==> src/rtl/vend_pkg.sv <==
// Shared types and constants for the vending-machine transaction controller.
package vend_pkg;

    localparam int AMT_W = 8;

    typedef enum logic [1:0] {
        ST_IDLE     = 2'd0,
        ST_CREDIT   = 2'd1,
        ST_DISPENSE = 2'd2,
        ST_CHANGE   = 2'd3
    } state_e;

    localparam logic [AMT_W-1:0] COIN5_VAL  = 8'd5;
    localparam logic [AMT_W-1:0] COIN10_VAL = 8'd10;
    localparam logic [AMT_W-1:0] COIN25_VAL = 8'd25;

    localparam logic [AMT_W-1:0] PRICE [0:3] = '{8'd25, 8'd50, 8'd75, 8'd100};

    function automatic logic [AMT_W-1:0] price_of(input logic [1:0] idx);
        return PRICE[idx];
    endfunction

endpackage

==> src/rtl/vend_fsm_tick_timer.sv <==
// 4-bit tick counter; done is a combinational pulse on the tick that reaches limit.
module tick_timer (
    input  logic       clk,
    input  logic       reset,
    input  logic       clear,
    input  logic       tick,
    input  logic [3:0] limit,
    output logic       done
);

    logic [3:0] count_q;

    always_ff @(posedge clk or posedge reset) begin
        if (reset) begin
            count_q <= 4'd0;
        end else if (clear) begin
            count_q <= 4'd0;
        end else if (tick) begin
            count_q <= count_q + 4'd1;
        end
    end

    // clear wins, so a tick coinciding with a clear is never counted
    assign done = tick && !clear && (count_q == (limit - 4'd1));

endmodule

==> src/rtl/vend_fsm.sv <==
// Vending transaction controller: credit accumulation, selection, timed dispense, change report.
module vend_fsm
    import vend_pkg::*;
#(
    parameter int DISP_S     = 3,
    parameter int TIMEOUT_S  = 10,
    parameter int MAX_CREDIT = 200
) (
    input  logic             clk,
    input  logic             reset,
    input  logic             tick,
    input  logic             coin5,
    input  logic             coin10,
    input  logic             coin25,
    input  logic [1:0]       sel,
    input  logic             sel_valid,
    input  logic             cancel,
    output logic [AMT_W-1:0] credit,
    output logic             dispense,
    output logic [1:0]       item,
    output logic [AMT_W-1:0] change,
    output logic             change_valid,
    output logic             coin_reject,
    output logic             insufficient,
    output logic             busy,
    output logic [1:0]       state_dbg
);

    state_e           state_q, state_d;
    logic [AMT_W-1:0] credit_q, credit_d;
    logic [AMT_W-1:0] change_q, change_d;
    logic [1:0]       item_q, item_d;
    logic             coin_reject_d, insufficient_d;
    logic             coin_reject_q, insufficient_q;
    logic             dispense_q, busy_q, change_valid_q;

    logic             coin_any, coin_fits, coin_ok, price_ok;
    logic [AMT_W-1:0] coin_val, price;
    logic [AMT_W:0]   coin_sum;
    logic             inact_clear, inact_done;
    logic             disp_clear, disp_done;

    assign coin_any = coin5 | coin10 | coin25;
    assign coin_val = (coin5  ? COIN5_VAL  : '0)
                    + (coin10 ? COIN10_VAL : '0)
                    + (coin25 ? COIN25_VAL : '0);
    assign coin_sum  = {1'b0, credit_q} + {1'b0, coin_val};
    assign coin_fits = (coin_sum <= (AMT_W+1)'(MAX_CREDIT));
    assign coin_ok   = coin_any && coin_fits;
    assign price     = price_of(sel);
    assign price_ok  = (credit_q >= price);

    // Activity (accepted coin or a refused selection) restarts the inactivity count.
    assign inact_clear = (state_q != ST_CREDIT) || coin_ok || (sel_valid && !price_ok);
    assign disp_clear  = (state_q != ST_DISPENSE);

    tick_timer u_inact_timer (
        .clk   (clk),
        .reset (reset),
        .clear (inact_clear),
        .tick  (tick),
        .limit (4'(TIMEOUT_S)),
        .done  (inact_done)
    );

    tick_timer u_disp_timer (
        .clk   (clk),
        .reset (reset),
        .clear (disp_clear),
        .tick  (tick),
        .limit (4'(DISP_S)),
        .done  (disp_done)
    );

    always_comb begin
        state_d        = state_q;
        credit_d       = credit_q;
        change_d       = change_q;
        item_d         = item_q;
        coin_reject_d  = 1'b0;
        insufficient_d = 1'b0;

        case (state_q)
            ST_IDLE: begin
                if (coin_any) begin
                    if (coin_fits) begin
                        credit_d = coin_sum[AMT_W-1:0];
                        state_d  = ST_CREDIT;
                    end else begin
                        coin_reject_d = 1'b1;
                    end
                end
            end
            ST_CREDIT: begin
                // Priority: cancel/timeout, then selection, then coins.
                if (cancel || inact_done) begin
                    change_d      = credit_q;
                    credit_d      = '0;
                    state_d       = ST_CHANGE;
                    coin_reject_d = coin_any;
                end else if (sel_valid && price_ok) begin
                    item_d        = sel;
                    change_d      = credit_q - price;
                    credit_d      = '0;
                    state_d       = ST_DISPENSE;
                    coin_reject_d = coin_any;
                end else begin
                    insufficient_d = sel_valid;
                    if (coin_any) begin
                        if (coin_fits) begin
                            credit_d = coin_sum[AMT_W-1:0];
                        end else begin
                            coin_reject_d = 1'b1;
                        end
                    end
                end
            end
            ST_DISPENSE: begin
                coin_reject_d = coin_any;
                if (disp_done) begin
                    state_d = ST_CHANGE;
                end
            end
            ST_CHANGE: begin
                coin_reject_d = coin_any;
                state_d       = ST_IDLE;
            end
            default: begin
                state_d = ST_IDLE;
            end
        endcase
    end

    always_ff @(posedge clk or posedge reset) begin
        if (reset) begin
            state_q        <= ST_IDLE;
            credit_q       <= '0;
            change_q       <= '0;
            item_q         <= '0;
            coin_reject_q  <= 1'b0;
            insufficient_q <= 1'b0;
            dispense_q     <= 1'b0;
            busy_q         <= 1'b0;
            change_valid_q <= 1'b0;
        end else begin
            state_q        <= state_d;
            credit_q       <= credit_d;
            change_q       <= change_d;
            item_q         <= item_d;
            coin_reject_q  <= coin_reject_d;
            insufficient_q <= insufficient_d;
            dispense_q     <= (state_d == ST_DISPENSE);
            busy_q         <= (state_d == ST_DISPENSE) || (state_d == ST_CHANGE);
            change_valid_q <= (state_d == ST_CHANGE);
        end
    end

    assign credit       = credit_q;
    assign dispense     = dispense_q;
    assign item         = item_q;
    assign change       = change_q;
    assign change_valid = change_valid_q;
    assign coin_reject  = coin_reject_q;
    assign insufficient = insufficient_q;
    assign busy         = busy_q;
    assign state_dbg    = state_q;

endmodule

==> config.mk <==
export PLATFORM = sky130hd
export DESIGN_NAME = vend_fsm
export DESIGN_NICKNAME = d
export VERILOG_FILES = /design/src/rtl/vend_pkg.sv /design/src/rtl/vend_fsm_tick_timer.sv /design/src/rtl/vend_fsm.sv
export SDC_FILE = /design/constraint.sdc
export NUM_CORES = 1
export LEC_CHECK = 0
export CAP_MARGIN = 40
export CORE_MARGIN = 8
export CORE_UTILIZATION = 54
export CTS_BUF_LIST = sky130_fd_sc_hd__clkbuf_16
export DETAILED_ROUTE_END_ITERATION = 10
export PLACE_DENSITY = 0.8
export REMOVE_ABC_BUFFERS = 1
export SLEW_MARGIN = 20
export SYNTH_ARGS = -nofsm -noshare
export SYNTH_HDL_FRONTEND = slang
export SYNTH_SLANG_ARGS = --single-unit
==> constraint.sdc <==
create_clock -name clk -period 3.56 [get_ports clk]
set_input_delay 0.534 -clock clk [delete_from_list [all_inputs] [get_ports clk]]
set_output_delay 0.534 -clock clk [all_outputs]
set_load 0.01 [all_outputs]
==> impl_metrics.yaml <==
placement:
  finalWeightedCongestion: 0.901
  dp_hpwl_um: 4720
  placed_cell_area_um2: 2960
  pre_cts_slack_ns: -0.331
  portBuffers: 34
  place_inst: 365
outcome:
  outcome: "finished clean"
global_route:
  met2_usage_pct: 30.9
  grtUsageTotal_pct: 19.7
  grt_max_degree: 34
  grt_overflow: 0
  gr-usage-met3_pct: 4.80
  grt_antenna_before_repair: 0
  busiest_layer: "met2"
  grt_pass1_vias: 2062
  met1_usage_pct: 26.4
  grt_first_pass_wirelength_um: 10100
final_layout:
  fillers: 295
  syn2layout_area_growth_pct: 35.5
  num-nets-final: 359
  regArea_um2: 826
  multi_input_area_um2: 1420
  n_antenna_cell: 0
  drive_above_1_share_pct: 18.8
  stdcell_area_um2: 3130
  fin_util_pct: 77.2
  stdcell_count: 374
floorplanning:
  start_util_pct: 57.0
  boundaryPins: 35
  die_w_um: 81.4
  die_h_um: 81.4
  core_area_um2: 4060
  dieArea_um2: 6630
  rows: 23
drt:
  drc: 0
  vias_per_cell: 5.70
  drt-total-wl_um: 5990
  ant_nets: 0
  wire_per_inst_um: 16.0
  dr.pass1.iters: 4
  vias: 2131
  drt_iter0_markers: 106
cts:
  clock_latency_ns: 0.28
  clkTransAtPathRegs_ns: 0.05
  cts_sinks: 33
  clockBufferDepth: 2
  root_buffer: "clkbuf_16"
  cts_buffers: 5
  htreeDepth: 2
  cts_tree: "done"
logic_synthesis:
  yosys-top-cells-area: "dfrtp_1 (36%), ha_1 (12%), nor2_1 (3.9%), nand2_1 (3.7%), fa_1 (3.5%)"
  ys_warn_count: 0
  synth_top_area_share_pct: 35.7
  ys_seq_elements: 33
  postSynthCellCount: 251
  synthFlopType: "dfrtp_1"
  synth_edf_count: 0
  yosys.area.top_type: "dfrtp_1"
  async_reset_ff_share_pct: 100
  yosysUniqueCellTypes: 52
  synth_area_per_cell_um2: 9.21
  synth-seq-area-share_pct: 35.7
  synthesis.area_um2: 2310
timing:
  drv_slew: 0
  period_share_pct: 95.7
  holdWs_ns: 0.505
  max-slew-margin-rel_pct: 62.7
  setup_violations: 0
  finalHoldViolations: 0
  fmax_mhz: 293
  finalCriticalPeriod_ns: 3.41
  setup_slack_ns: 0.152
  worst_pin_slew_ns: 0.555
  finClkSkew_ns: 0.00685
setup_path:
  crit_family: "adder cells"
  crit_required_ns: 3.76
  arrival_ns: 3.61
  reg2reg_depth: 10
  crit_end: "credit[6]$_DFFE_PP0P_"
  reg2reg_from: "credit[1]$_DFFE_PP0P_"
  cp-start-kind: "primary input"
  crit_start: "coin10"
  crit_chain: "dlygate4sd2_1, ha_1, ha_1, inv_1, fa_2, inv_1, o31a_1, o32a_4, or4_2, xor2_1, nor2_1"
  path_buf_inv: 3
  crit_slowest_cell: "or4_2"
  worstPathMaxFanout: 8
  r2r_end: "credit[6]$_DFFE_PP0P_"
  crit_cells: 11
  cp-end-kind: "flop"
  max_stage_delay_ns: 0.70
  critical_path_class: "in2reg"
  ff2ff_setup_slack_ns: 0.33
pwr:
  seqPwrFrac_pct: 24.4
  intPower_mw: 1.55
  p_per_area_nw_per_um2: 821
  ir_worst_vdd_mv: 0.522
  p_sw_mw: 1.02
  comb_power_share_pct: 59.9
  total_leakage_power_nw: 1.45
  swShare_pct: 39.6
  power_frac_clock_pct: 15.7
min_path:
  hold_path_class: "reg2reg"
job:
  drv_cap: 0
-- logic make-up (layout without fill, tap and decap cells) --
logic type,Yosys count,count (layout),synth area share [%]
compound gates,55,55,17.4
simple gates,94,94,20.2
xor+xnor,15,15,5.68
mux,3,3,1.46
flops,33,33,35.7
buf+inv,25,98,4.17
fa+ha+maj,26,26,15.4
-- power by group through the flow --
stage | clock (mW) | combinational [mW] | sequential, mW
after global placement | 0 | 1.45 | 0.627
after global routing | 0.428 | 1.70 | 0.642
final | 0.403 | 1.54 | 0.627
after CTS | 0.411 | 1.53 | 0.625
after detailed placement | 0 | 1.49 | 0.631
after floorplan | 0 | 0.768 | 0.672
-- timing repair --
| item | CTS | global route |
|---|---|---|
| endpoints found under the setup margin | 1 | 12 |
| gates resized for setup | 7 | 3 |
| hold buffers | 0 | 0 |
| pin swaps | 1 | 0 |
| buffers inserted | 1 | 0 |
-- synthesized netlist by cell type, types with 2 or more instances --
cell / count
a211oi_1: 3
a21o_1: 3
a21oi_1: 13
a31oi_1: 2
and4_1: 2
clkbuf_1: 3
dfrtp_1: 33
fa_1: 4
ha_1: 22
inv_1: 19
mux2_2: 2
nand2_1: 23
nand2b_1: 6
nand3_1: 14
nand4_1: 2
nor2_1: 24
nor2b_1: 2
nor3_1: 5
nor4b_1: 2
o2111ai_1: 2
o211ai_1: 5
o21ai_0: 7
o21ai_1: 2
o221a_2: 6
or2_2: 3
or3_1: 3
xnor2_1: 6
xor2_1: 9
-- cells in the final DEF (no fill, tap or decap), types with 9 or more instances in the layout --
cell type	Yosys	final
buf_4	0	37
inv_1	19	19
nand2_1	23	23
nor2_1	24	24
clkdlybuf4s50_1	0	31
a21oi_1	13	13
dfrtp_1	33	33
xor2_1	9	9
ha_1	22	22
nand3_1	14	14
-- registers in the layout (all words and copies together), names as in the netlist --
register and cells:
dispense 1, coin_reject 1, insufficient 1, item 2
credit 8, u_inact_timer.count_q 4, change 8, state_dbg 2
change_valid 1, busy 1, u_disp_timer.count_q 4
-- stage by stage --
step | setup TNS, ns | power (mW)
after floorplan | 0 | 1.44
after global placement | -1.93 | 2.08
after detailed placement | -3.31 | 2.12
after CTS | 0 | 2.57
after global routing | -0.00484 | 2.77
final | 0 | 2.57
-- worst register-to-register path: cells and delay by family, from the launching register on --
kind | cells | cell delay, ns
buffers and inverters | 2 | 0.12
DFF | 1 | 0.38
xor gates and xnor gates | 1 | 0.17
and+or+nand+nor | 2 | 0.80
adders and majority gates | 3 | 0.97
AOI/OAI and AO/OA | 2 | 0.73
-- area by class of cell --
| class | count | share of cell area, % |
|---|---|---|
| sequential | 33 | 26.4 |
| clock buffer | 5 | 3.99 |
| tap | 50 | 2.00 |
| inverter | 19 | 2.28 |
| multi-input combinational | 193 | 45.4 |
| timing repair buffer | 71 | 19.6 |
| clock inverter | 3 | 0.399 |
-- worst min-delay path by stage --
stage | end | cells after the start | start | slack [ns]
6_report | item[1]$_DFFE_PP0P_ | 1 | item[1]$_DFFE_PP0P_ | 0.50
5_1_grt | item[1]$_DFFE_PP0P_ | 1 | item[1]$_DFFE_PP0P_ | 0.53
4_1_cts | item[1]$_DFFE_PP0P_ | 1 | item[1]$_DFFE_PP0P_ | 0.50
3_5_place_dp | item[1]$_DFFE_PP0P_ | 1 | item[1]$_DFFE_PP0P_ | 0.49
3_3_place_gp | item[1]$_DFFE_PP0P_ | 1 | item[1]$_DFFE_PP0P_ | 0.49
2_1_floorplan | u_disp_timer.count_q[3]$_DFFE_PP0P_ | 2 | u_disp_timer.count_q[3]$_DFFE_PP0P_ | 0.51
-- metal layers --
metal  routed length [µm]  share of wire, %
met4                   84               1.4
met1                 2710                45
met3                  364               6.1
met2                 2830                47
met5                    0                 0
(Power assumes the default switching activity.)
